<file path="src/rtl/reg_file_16x32_wr_pkg.sv">
// Shared types and constants for the 16x32 register-file write side.
// The load-entry struct is the unit stored in the load write-back FIFO.
package reg_file_16x32_wr_pkg;

    localparam int DATA_W    = 32;
    localparam int NREG      = 16;
    localparam int REG_SEL_W = 4;

    typedef struct packed {
        logic [REG_SEL_W-1:0] sel;
        logic [DATA_W-1:0]    data;
        logic                 stale;
    } ld_entry_t;

    function automatic logic [NREG-1:0] sel_onehot(input logic [REG_SEL_W-1:0] sel);
        logic [NREG-1:0] oh;
        oh      = '0;
        oh[sel] = 1'b1;
        return oh;
    endfunction

endpackage

</file>
<file path="src/rtl/ld_wb_fifo.sv">
// Two-entry load write-back FIFO with per-entry stale marking and a
// pending-register mask covering live (non-stale) entries.
module ld_wb_fifo
    import reg_file_16x32_wr_pkg::*;
#(
    parameter int DEPTH   = 2,
    parameter int ZERO_R0 = 0
) (
    input  logic                 clk,
    input  logic                 rst_n,
    input  logic                 push_req,
    input  logic [REG_SEL_W-1:0] push_sel,
    input  logic [DATA_W-1:0]    push_data,
    output logic                 can_push,
    input  logic                 pop_req,
    output logic                 pop_done,
    output ld_entry_t            head,
    input  logic                 mark_en,
    input  logic [REG_SEL_W-1:0] mark_sel,
    output logic [NREG-1:0]      pend_mask
);

    localparam logic [1:0] FULL = 2'(DEPTH);

    ld_entry_t  mem [2];
    logic       rd_ptr;
    logic       wr_ptr;
    logic [1:0] count;
    logic       rdy_q;
    logic [1:0] slot_valid;
    logic       push_fire;

    // Ready is held low through reset and only rises on the first edge after release.
    assign can_push  = rdy_q && (count < FULL);
    assign push_fire = push_req && can_push;
    assign pop_done  = pop_req && (count != 2'd0);
    assign head      = mem[rd_ptr];

    always_comb begin
        slot_valid = '0;
        if (count == 2'd2) begin
            slot_valid = '1;
        end else if (count == 2'd1) begin
            slot_valid[rd_ptr] = 1'b1;
        end
    end

    always_comb begin
        pend_mask = '0;
        for (int i = 0; i < 2; i++) begin
            if (slot_valid[i] && !mem[i].stale &&
                !((ZERO_R0 != 0) && (mem[i].sel == '0))) begin
                pend_mask[mem[i].sel] = 1'b1;
            end
        end
    end

    always_ff @(posedge clk or negedge rst_n) begin
        if (!rst_n) begin
            for (int i = 0; i < 2; i++) begin
                mem[i] <= '0;
            end
            rd_ptr <= 1'b0;
            wr_ptr <= 1'b0;
            count  <= 2'd0;
            rdy_q  <= 1'b0;
        end else begin
            rdy_q <= 1'b1;
            // Only entries present before this edge can be overtaken; the push
            // slot is always free, so a same-cycle load is never marked.
            for (int i = 0; i < 2; i++) begin
                if (mark_en && slot_valid[i] && (mem[i].sel == mark_sel)) begin
                    mem[i].stale <= 1'b1;
                end
            end
            if (push_fire) begin
                mem[wr_ptr] <= '{sel: push_sel, data: push_data, stale: 1'b0};
                wr_ptr      <= ~wr_ptr;
            end
            if (pop_done) begin
                rd_ptr <= ~rd_ptr;
            end
            case ({push_fire, pop_done})
                2'b10:   count <= count + 2'd1;
                2'b01:   count <= count - 2'd1;
                default: count <= count;
            endcase
        end
    end

endmodule

</file>
<file path="src/rtl/reg_file_16x32_wr.sv">
// Write side of the 16x32 register file: single write port shared by the
// ALU (priority) and the load write-back FIFO drain.
module reg_file_16x32_wr #(
    parameter int DATA_W    = 32,
    parameter int NREG      = 16,
    parameter int LDQ_DEPTH = 2,
    parameter int ZERO_R0   = 0
) (
    input  logic              clk,
    input  logic              rst_n,
    input  logic              alu_we,
    input  logic [3:0]        alu_sel,
    input  logic [DATA_W-1:0] alu_data,
    input  logic              ld_valid,
    output logic              ld_ready,
    input  logic [3:0]        ld_sel,
    input  logic [DATA_W-1:0] ld_data,
    output logic [DATA_W-1:0] Q0,
    output logic [DATA_W-1:0] Q1,
    output logic [DATA_W-1:0] Q2,
    output logic [DATA_W-1:0] Q3,
    output logic [DATA_W-1:0] Q4,
    output logic [DATA_W-1:0] Q5,
    output logic [DATA_W-1:0] Q6,
    output logic [DATA_W-1:0] Q7,
    output logic [DATA_W-1:0] Q8,
    output logic [DATA_W-1:0] Q9,
    output logic [DATA_W-1:0] Q10,
    output logic [DATA_W-1:0] Q11,
    output logic [DATA_W-1:0] Q12,
    output logic [DATA_W-1:0] Q13,
    output logic [DATA_W-1:0] Q14,
    output logic [DATA_W-1:0] Q15,
    output logic [15:0]       pend_mask
);
    import reg_file_16x32_wr_pkg::*;

    logic [DATA_W-1:0]    regs [NREG];
    ld_entry_t            head;
    logic                 pop_done;
    logic                 wr_en;
    logic [REG_SEL_W-1:0] wr_sel;
    logic [DATA_W-1:0]    wr_data;
    logic [NREG-1:0]      wr_onehot;

    ld_wb_fifo #(
        .DEPTH   (LDQ_DEPTH),
        .ZERO_R0 (ZERO_R0)
    ) u_ldq (
        .clk       (clk),
        .rst_n     (rst_n),
        .push_req  (ld_valid),
        .push_sel  (ld_sel),
        .push_data (ld_data),
        .can_push  (ld_ready),
        .pop_req   (!alu_we),
        .pop_done  (pop_done),
        .head      (head),
        .mark_en   (alu_we),
        .mark_sel  (alu_sel),
        .pend_mask (pend_mask)
    );

    // ALU owns the port whenever it writes; a stale head is popped with no write.
    always_comb begin
        wr_en   = 1'b0;
        wr_sel  = '0;
        wr_data = '0;
        if (alu_we) begin
            wr_en   = 1'b1;
            wr_sel  = alu_sel;
            wr_data = alu_data;
        end else if (pop_done && !head.stale) begin
            wr_en   = 1'b1;
            wr_sel  = head.sel;
            wr_data = head.data;
        end
        if ((ZERO_R0 != 0) && (wr_sel == '0)) begin
            wr_en = 1'b0;
        end
    end

    assign wr_onehot = wr_en ? sel_onehot(wr_sel) : '0;

    always_ff @(posedge clk or negedge rst_n) begin
        if (!rst_n) begin
            for (int i = 0; i < NREG; i++) begin
                regs[i] <= '0;
            end
        end else begin
            for (int i = 0; i < NREG; i++) begin
                if (wr_onehot[i]) begin
                    regs[i] <= wr_data;
                end
            end
        end
    end

    assign Q0  = (ZERO_R0 != 0) ? '0 : regs[0];
    assign Q1  = regs[1];
    assign Q2  = regs[2];
    assign Q3  = regs[3];
    assign Q4  = regs[4];
    assign Q5  = regs[5];
    assign Q6  = regs[6];
    assign Q7  = regs[7];
    assign Q8  = regs[8];
    assign Q9  = regs[9];
    assign Q10 = regs[10];
    assign Q11 = regs[11];
    assign Q12 = regs[12];
    assign Q13 = regs[13];
    assign Q14 = regs[14];
    assign Q15 = regs[15];

endmodule
</file>
<file path="config.mk">
export PLATFORM = sky130hd
export DESIGN_NAME = reg_file_16x32_wr
export DESIGN_NICKNAME = d
export VERILOG_FILES = /design/src/rtl/reg_file_16x32_wr_pkg.sv /design/src/rtl/ld_wb_fifo.sv /design/src/rtl/reg_file_16x32_wr.sv
export SDC_FILE = /design/constraint.sdc
export NUM_CORES = 1
export LEC_CHECK = 0
export CORE_MARGIN = 1.5
export CORE_UTILIZATION = 38
export CTS_BUF_LIST = sky130_fd_sc_hd__clkbuf_8
export CTS_CLUSTER_DIAMETER = 50
export DETAILED_ROUTE_END_ITERATION = 8
export PLACE_DENSITY = 0.66
export SETUP_SLACK_MARGIN = 0.5
export SYNTH_ARGS = -nofsm -noshare
export SYNTH_HDL_FRONTEND = slang
export SYNTH_SLANG_ARGS = --single-unit
</file>
<file path="constraint.sdc">
create_clock -name clk -period 3.3 [get_ports clk]
set_input_delay 0.33 -clock clk [delete_from_list [all_inputs] [get_ports clk]]
set_output_delay 0.33 -clock clk [all_outputs]
set_load 0.02 [all_outputs]
</file>
==> summary.txt <==
Floorplan
  – FP Rows: a little over 90
  – Chip width: between 200 and 300 um
  – Initial Util: between 30% and 40%
  – Ports: between 600 and 700
  – Core area: 61800 um^2
  – Full die area: 64300 um^2
  – Die height: roughly 250 um

Synthesis
  – Register bit total from synthesis: roughly 590
  – Top post-synthesis cells by area: dfrtp_1, mux2_2, mux2_4, mux2_1, mux2i_1
  – Adder-cell area share of the yosys netlist: 0.210%
  – Synth unique cells: 47
  – Syn Nets: 1607
  – Simple-gate portion of the synthesized area: between 2 and 2.5%
  – Largest area contributor in the netlist: dfrtp_1
  – Share of the synthesized area in the top cell type: about three fifths
  – Synth Area per Inst: around 16 um^2
  – Synth warn: 0
  – Count leader, synth: dfrtp_1
  – Largest family of logic cells by synthesized area: multiplexers
  – Mapped Area: 23900 um^2
  – Seq/Total Area, Yosys: about 62%
  – Proportion of synthesized area in mux cells: between 30 and 40%
  – EDFF count, synth: 0
  – Post-synthesis xor/xnor area fraction: less than 1%
  – Complex-gate fraction of the synthesized area: under 10%
  – Most used DFF post-synth: dfrtp_1
  – Cell count after synthesis: 1527
  – Ys async rst share: 100%
  – Synth top cells by count: dfrtp_1, mux2_2, mux2_4

Clocking
  – # H-tree levels: 3
  – CTS tree: built
  – Clk_lat worst skew: approximately 690 ps
  – CTS max path bufs: 3
  – Root Buffer: clkbuf_8
  – Clk sinks: between 500 and 600
  – Num CTS Buffers: roughly 100
  – Clock transition at path regs: about 60 ps

Critical path
  – Worst Setup Start Kind: register
  – CP max FO: 4
  – Worst setup EP type: output pin
  – Worst EP arrival: 2500 ps
  – WP data required: about 3000 ps
  – R2R Path Start: u_ldq.count[1]
  – Setup CP Type: reg -> out
  – Worst Setup SP: u_ldq.count[0]

STA
  – # setup viols final: 0
  – RSZ-0062 raised after global routing: true
  – Slew Limit Headroom: 32.5%
  – Max-slew violation count: 0
  – Final Critical Period: 2830 ps
  – Worst hold margin: between 200 and 250 ps
  – Setup TNS: 0 ps
  – Worst Max-Slew Pin Slew: a little over 1000 ps
  – Skew final: 35.8 ps
  – Fin. Hold Viols: 0
  – Final period utilization: a little under nine tenths
  – Max Fclk: about 350 MHz

Placement
  – GP Congestion: 0.882
  – Port bufs: 604
  – Post-DP HPWL: roughly 55 mm

Global route
  – Vias in the first global route: 16900
  – Global-route wire length before repair: 113 mm
  – Initial antenna violation count: 21
  – GRT met3 Usage: about 8.8%
  – Total Routing Usage GR: a little under a quarter
  – Top Usage Layer GRT: met2
  – Met1 usage in global routing: just under 30%
  – Grt total ovfl: 0
  – Largest net degree at the start of global routing: 90
  – M2 GR Usage: between 30 and 40%

Route
  – DRC viols: 0
  – Routed WL: a little under 80 mm
  – Antenna-violating nets left: 0
  – WL per Instance: about 24 um
  – DR pass1 iterations: 7
  – Via Count: 15900
  – Starting DRT DRC Count: roughly 920
  – Drt via density: between 5 and 6

Pwr
  – PD cells: about 1100 nW/um^2
  – Max rail drop VDD: slightly below 0.6 mV
  – Lkg Pwr: 15.3 nW

Finish
  – Reg area: roughly 15000 um^2
  – Multi-input gate area: 8820 um^2
  – Fill cells: 5129
  – Layout Nets: 2324
  – Area delta synth->final: 42.6%
  – Layout cells sized above 1: around two fifths

Status
  – Outcome: completed

Worst hold path
  – Class of the worst hold path: in -> async

Flow run
  – Maxcap violations: 0
worst max-delay path, cell delays in order (launching register included):
cell     delay (ps)
dfrtp_1         430
inv_2           100
ha_4            150
inv_2            50
a21oi_2         140
buf_6           130
or3b_4          410
buf_4           150
o22ai_2         100
buf_6           140
state kept, by name, summed over array words and instances (netlist names):
name and flops:
Q11 32, Q10 32, Q2 32, Q7 32
Q14 32, Q4 32, Q8 32, Q15 32
Q13 32, Q12 32, Q3 32, Q9 32
u_ldq.mem 74, u_ldq.wr_ptr 1, Q1 32, u_ldq.rdy_q 1
Q5 32, Q6 32, u_ldq.count 2, u_ldq.rd_ptr 1
Q0 32
path summary, 6_finish.rpt:
kind | endpoint | cells past startpoint | slack, ps
min in group clk | u_ldq.mem[32] | 2 | 290
max reg2reg | u_ldq.mem[37] | 20 | 500
min | Q3[23] | 2 | 220
max in group asynchronous | u_ldq.mem[21] | 3 | 1870
min reg2reg | Q4[14] | 1 | 480
max | pend_mask[0] | 9 | 470
metrics by stage:
step / worst slack [ps] / cells / util [%] / area [um^2] / power (mW)
after floorplan: 811 / 1527 / - / 23900 / 21.2
after global placement: 43.2 / 2944 / 50.8 / 31400 / 29.8
after detailed placement: 25.1 / 2944 / 50.8 / 31400 / 30.2
after CTS: 247 / 3156 / 54.7 / 33800 / 37.3
after global routing: 335 / 3175 / 55.0 / 34000 / 39.0
final: 467 / 3176 / 55.0 / 34000 / 37.2
cell families (layout without fill, tap and decap cells):
group	after synthesis	after routing
DFF	591	591
and+or+nand+nor	102	102
xor gates and xnor gates	12	12
other	1	15
adders and majority gates	4	4
buffers and inverters	118	916
muxes	618	618
AOI/OAI and AO/OA	81	81
layer usage:
metal,wire (um),part of all wire [%]
met1,31100,40
met2,37500,48
met3,6790,8.8
met4,2030,2.6
met5,103,0.13
cell usage in the layout, fill, tap and decap left out, types with 4 or more instances in the layout:
cell type,synthesis,final
buf_12,0,16
nand3_1,6,5
a211oi_4,0,4
nand2_1,43,42
o22ai_2,0,4
diode_2,0,14
nand3b_1,11,11
buf_6,11,21
clkbuf_2,0,8
nor3_1,5,5
clkdlybuf4s50_1,0,585
mux2_2,464,464
dfrtp_1,591,590
nor2_1,6,4
o21ai_4,0,4
clkbuf_8,0,126
nor3b_1,4,4
and3b_1,10,10
o21ai_1,0,26
xnor2_1,5,5
mux2_4,91,91
inv_1,3,28
buf_4,4,93
mux2_1,30,30
o22ai_1,16,9
mux2i_1,33,33
clkinv_2,0,18
o211ai_1,8,8
xor2_1,7,7
power breakdown:
part / total (mW) / switching (mW) / internal (mW)
clock network: 6.72 / 3.02 / 3.70
registers: 12.4 / 1.92 / 10.5
logic: 18.1 / 9.10 / 9.05
total: 37.2 / 14.0 / 23.2
cell type report:
type	instances	area share (%)
flip-flops and latches	591	43.5
multi-input cells	818	25.9
diodes	14	0.103
clock inverters	58	1.07
inverters	3	0.0331
clock buffers	126	5.10
repair buffers	729	21.2
well taps	837	3.08
what timing repair did:
item,in CTS,in global routing
buffers inserted,27,6
gates resized for setup,64,54
pin swaps,8,9
hold endpoints to repair,76,0
hold buffers,1,0
setup endpoints to repair,83,135
Power figures use the tool's default switching activity.
